## config.mk

```make
export PLATFORM = sky130hd
export DESIGN_NAME = keccak_round_ctrl
export DESIGN_NICKNAME = d
export VERILOG_FILES = /design/src/rtl/keccak_round_ctrl.sv
export SDC_FILE = /design/constraint.sdc
export NUM_CORES = 1
export LEC_CHECK = 0
export ABC_AREA = 1
export BUFFER_PORTS_ARGS = -buffer_cell sky130_fd_sc_hd__buf_2
export CORE_MARGIN = 2
export CORE_UTILIZATION = 40
export CTS_BUF_LIST = sky130_fd_sc_hd__clkbuf_16
export CTS_CLUSTER_DIAMETER = 200
export DETAILED_ROUTE_END_ITERATION = 12
export MAX_ROUTING_LAYER = met4
export PLACE_DENSITY = 0.58
export RECOVER_POWER = 25
export REMOVE_ABC_BUFFERS = 1
export SYNTH_ARGS = -nofsm -noshare
export SYNTH_HDL_FRONTEND = slang
export SYNTH_SLANG_ARGS = --single-unit
```

## constraint.sdc

```tcl
create_clock -name clk -period 2.9 [get_ports clk]
set_input_delay 0.145 -clock clk [delete_from_list [all_inputs] [get_ports clk]]
set_output_delay 0.145 -clock clk [all_outputs]
set_load 0.05 [all_outputs]
```

## src/rtl/keccak_round_ctrl.sv

```systemverilog
// ============================================================================
// keccak_round_ctrl
//   Sequences the rounds of one Keccak-f permutation and generates each
//   round's iota constant bit-serially from the 8-bit rc LFSR.
//   Revision: 1.0
// ============================================================================
`default_nettype none

module keccak_round_ctrl #(
  parameter int NUM_ROUNDS = 24
) (
  input  logic        clk,
  input  logic        reset,
  input  logic        perm_start,
  input  logic        perm_abort,
  input  logic        step_valid,
  output logic        step_start,
  output logic [4:0]  round,
  output logic [63:0] rc,
  output logic        perm_busy,
  output logic        perm_done
);

  localparam logic [4:0] LAST_ROUND = 5'(NUM_ROUNDS - 1);

  typedef enum logic [2:0] {
    IDLE  = 3'd0,
    GEN   = 3'd1,
    ISSUE = 3'd2,
    WAIT  = 3'd3,
    DONE  = 3'd4
  } state_t;

  state_t      r_state;
  logic [7:0]  r_lfsr;
  logic [2:0]  r_bitcnt;
  logic [8:0]  w_shift;
  logic [6:0]  w_pow;
  logic [6:0]  w_pos;

  // Polynomial x^8+x^6+x^5+x^4+1: fold the carried-out bit back into 0,4,5,6.
  always_comb begin
    w_shift = {r_lfsr, 1'b0};
    if (w_shift[8]) begin
      w_shift = w_shift ^ 9'h171;
    end
  end

  // GEN cycle j writes rc bit 2^j-1.
  assign w_pow = 7'd1 << r_bitcnt;
  assign w_pos = w_pow - 7'd1;

  always_ff @(posedge clk or negedge reset) begin
    if (!reset) begin
      r_state    <= IDLE;
      r_lfsr     <= 8'h01;
      r_bitcnt   <= 3'd0;
      round      <= 5'd0;
      rc         <= 64'd0;
      step_start <= 1'b0;
      perm_done  <= 1'b0;
      perm_busy  <= 1'b0;
    end else begin
      step_start <= 1'b0;
      perm_done  <= 1'b0;
      if (r_state != IDLE && perm_abort) begin
        r_state   <= IDLE;
        perm_busy <= 1'b0;
      end else begin
        case (r_state)
          IDLE: begin
            if (perm_start) begin
              r_state   <= GEN;
              r_lfsr    <= 8'h01;
              r_bitcnt  <= 3'd0;
              round     <= 5'd0;
              rc        <= 64'd0;
              perm_busy <= 1'b1;
            end
          end
          GEN: begin
            rc[w_pos[5:0]] <= r_lfsr[0];
            r_lfsr         <= w_shift[7:0];
            if (r_bitcnt == 3'd6) begin
              r_bitcnt   <= 3'd0;
              r_state    <= ISSUE;
              step_start <= 1'b1;
            end else begin
              r_bitcnt <= r_bitcnt + 3'd1;
            end
          end
          ISSUE: begin
            r_state <= WAIT;
          end
          WAIT: begin
            if (step_valid) begin
              if (round == LAST_ROUND) begin
                r_state   <= DONE;
                perm_done <= 1'b1;
              end else begin
                round   <= round + 5'd1;
                rc      <= 64'd0;
                r_state <= GEN;
              end
            end
          end
          DONE: begin
            r_state   <= IDLE;
            perm_busy <= 1'b0;
          end
          default: begin
            r_state   <= IDLE;
            perm_busy <= 1'b0;
          end
        endcase
      end
    end
  end

endmodule

`default_nettype wire
```

==> metrics <==
status=finished, violations left; failing checks=max-capacitance violations, max-slew violations; clock buffer depth=2; Peak Freq=0.403 GHz; most used cell, CP=nand2_1; First DRT Iteration DRCs=188; Worst R2R Setup Slack=0.42 ns; Skew-Pair Late Insertion Delay=0.34 ns; Startpoint Class=flip-flop; Setup crit end kind=flip-flop; Distinct cells, synth=32; reg-to-reg startpoint=r_bitcnt[0]; CTS H-tree lvls=3; Yosys top cell area share=50.6%; final global-route overflow total=0; register bit total from synthesis=86; critical-path maximum fanout=12; hold endpoint=perm_done; PD cells=1040 nW/um2; Hold Fails Final Rpt=0; Final GP Congestion=0.818; part of the cycle the worst path needs=85.6%; largest net degree at the start of global routing=36; Pins Over Slew Limit=36; YS warnings=0; Die Height=107 um; DIE AREA=11400 um2; Max-Cap Viols=1; Yosys top cell by area=dfrtp_1; ANT cells=0; worst r2r path cells=15; IO Count=77; # rows=37; sequential fraction of the synthesis area=51.2%; switching part of the total=47.6%; WHS Path Cells=3; power share of the combinational group=48.3%; clk_skew=0.00936 ns; Die X=107 um; critical path required time=3.13 ns; Peak VDD IR=0.366 mV; share of cells above drive strength 1=18.3%; area grow syn2layout=18.9%; syn avg cell area=7.85 um2; Worst Hold Class=input port to flip-flop; hold buffers post-CTS=2; initial antenna violation count=0; CTS tree=yes; CP delay by family, top=simple AND/OR/NAND/NOR gates; CP Cell Sequence=inv_2, nand2_1, nor2_1, inv_2, ha_1, inv_2, nor2_1, inv_1, nand2_1, nand2_1, nand3_1, o21ai_0, nand2_1, nand2_1, nand2_1; Setup CP Type=flip-flop to flip-flop; min-delay src=step_valid; setup TNS=0 ns; Cells after DPL=737; DRT Wirelength=9230 um; CTS Sinks=86; sequential power share=27.4%; initial core utilization=40.9%; dpl ws=0.449 ns; Crit-path slowest cell=dfrtp_1; Sw Pwr=2.46 mW; multi-input logic area=1680 um2; RSZ-0062 raised after global routing=no; Final Critical Period=2.48 ns; worst path buffer plus inverter count=4; Clock transition at path regs=0.06 ns; Sequential Area=2150 um2; Post-CTS Resized=0; hold_ws=0.0791 ns; CP peak stage delay=0.42 ns; Via-to-Cell Ratio=4.64; P_leak=2.71 nW; fin worst setup slack=0.418 ns; via count=3506; Final Non-Filler Cells=755; max_slew headroom=-22.6%; total track usage=18.2%; top cells by area, synth=dfrtp_1 51%, nand2_1 18%, nor2_1 6.0%, inv_1 4.3%, nand3_1 3.7%; first-pass GRT wire length=16000 um; Num CTS Buffers=9; antenna viol nets, final=0; synthesized netlist cell count=536; vias in the first global route=3355; Int Pwr=2.72 mW; Netlist Area Pre-Place=4210 um2; Remaining DRCs=0; number of fillers in the final layout=1044; routed len/inst=12.2 um; final net count=622; post-detail-place hpwl=6250 um; clk root buf=clkbuf_16; Reg2Reg Capture Point=rc[19]; DRT Pass-1 Iters=4; data arrival time of the critical path=2.71 ns; final setup fails=0; area of the core=10300 um2; Clock power frac=24.3%; Slew @ Worst Pin=1.84 ns; IO Port Bufs=76; setup bufs post-CTS=0
[power by group through the flow]
| stage | sequential, mW | combinational, mW | clock [mW] |
|---|---|---|---|
| 2_1_floorplan | 1.62 | 1.70 | 0 |
| 3_3_place_gp | 1.44 | 2.45 | 0 |
| 4_1_cts | 1.42 | 2.52 | 1.30 |
| 5_1_grt | 1.43 | 2.84 | 1.35 |
| 6_report | 1.42 | 2.50 | 1.26 |
| 3_5_place_dp | 1.44 | 2.51 | 0 |
[Yosys cell counts, drive strengths merged]
cell    instances
nor3            3
ha              3
nand3          38
xnor2           2
nor2           72
o31ai           4
nand4           1
dfrtp          85
xor2            3
o21ai          22
o22ai           1
nand2         202
clkbuf          4
dfstp           1
o211ai          2
a21oi           2
buf            13
inv            68
o21bai         10
[per-stage QoR]
step / util (%) / power, mW / area, um2
floorplan: - / 3.32 / 4090
finish: 48.6 / 5.18 / 5000
detailed placement: 45.6 / 3.95 / 4690
global route: 48.6 / 5.62 / 5000
global placement: 45.6 / 3.88 / 4690
CTS: 49.0 / 5.24 / 5030
[registers in the layout, summed over array words and instances (netlist names)]
register	count
r_lfsr	8
step_start	1
r_bitcnt	3
perm_done	1
round	5
rc	64
r_state	3
perm_busy	1
[cell usage in the layout, fill, tap and decap left out, types with 3 or more instances in the layout]
| master | netlist | routed |
|---|---|---|
| inv_2 | 19 | 19 |
| clkbuf_1 | 4 | 23 |
| nand3_1 | 31 | 31 |
| o21ai_1 | 5 | 5 |
| inv_6 | 0 | 3 |
| o21ai_0 | 17 | 17 |
| nor2_1 | 67 | 67 |
| clkbuf_16 | 0 | 9 |
| nand3_2 | 7 | 7 |
| dfrtp_1 | 85 | 85 |
| nand2_1 | 199 | 199 |
| inv_1 | 48 | 48 |
| ha_1 | 3 | 3 |
| o21bai_1 | 10 | 10 |
| o31ai_1 | 4 | 4 |
| xor2_1 | 3 | 3 |
| buf_2 | 2 | 53 |
| buf_4 | 8 | 5 |
[worst max-delay path by stage]
stage / endpoint / depth (start not counted) / slack, ns / from
2_1_floorplan: rc[17] / 15 / 0.73 / r_bitcnt[0]
3_3_place_gp: rc[17] / 15 / 0.57 / r_bitcnt[0]
3_5_place_dp: rc[19] / 15 / 0.45 / r_bitcnt[0]
4_1_cts: rc[19] / 15 / 0.43 / r_bitcnt[0]
5_1_grt: rc[17] / 15 / 0.04 / r_bitcnt[0]
6_report: rc[19] / 15 / 0.42 / r_bitcnt[0]
[tightest hold or removal path, delay by kind of cell]
kind	cells	cell delay, ns
buf+inv	2	0.18
simple gates	1	0.06
[layout make-up]
class,instances,share of cell area (%)
clock buffer,9,4.50
clock inverter,7,2.05
inverter,68,5.16
multi-input combinational,365,33.5
sequential,86,43.1
tap,136,3.40
timing repair buffer,84,8.28
[cells by family after synthesis]
family / synth area share [%]
AO/OA/AOI/OAI: 5.86
flip-flops: 51.2
AND/OR/NAND/NOR: 32.1
buffers and inverters: 8.95
XOR/XNOR: 1.04
adder cells (fa/ha/maj): 0.892
[layer usage]
| metal | up-vias | GRT usage (%) | share of wire (%) |
|---|---|---|---|
| met5 | - | - | 0 |
| met4 | 0 | 7.42 | 1.6 |
| met3 | 11 | 2.51 | 3.3 |
| met2 | 65 | 28.9 | 48 |
| met1 | 1639 | 23.6 | 48 |
| li1 | 1791 | - | - |
No activity file was read; power rests on OpenSTA's default activity.
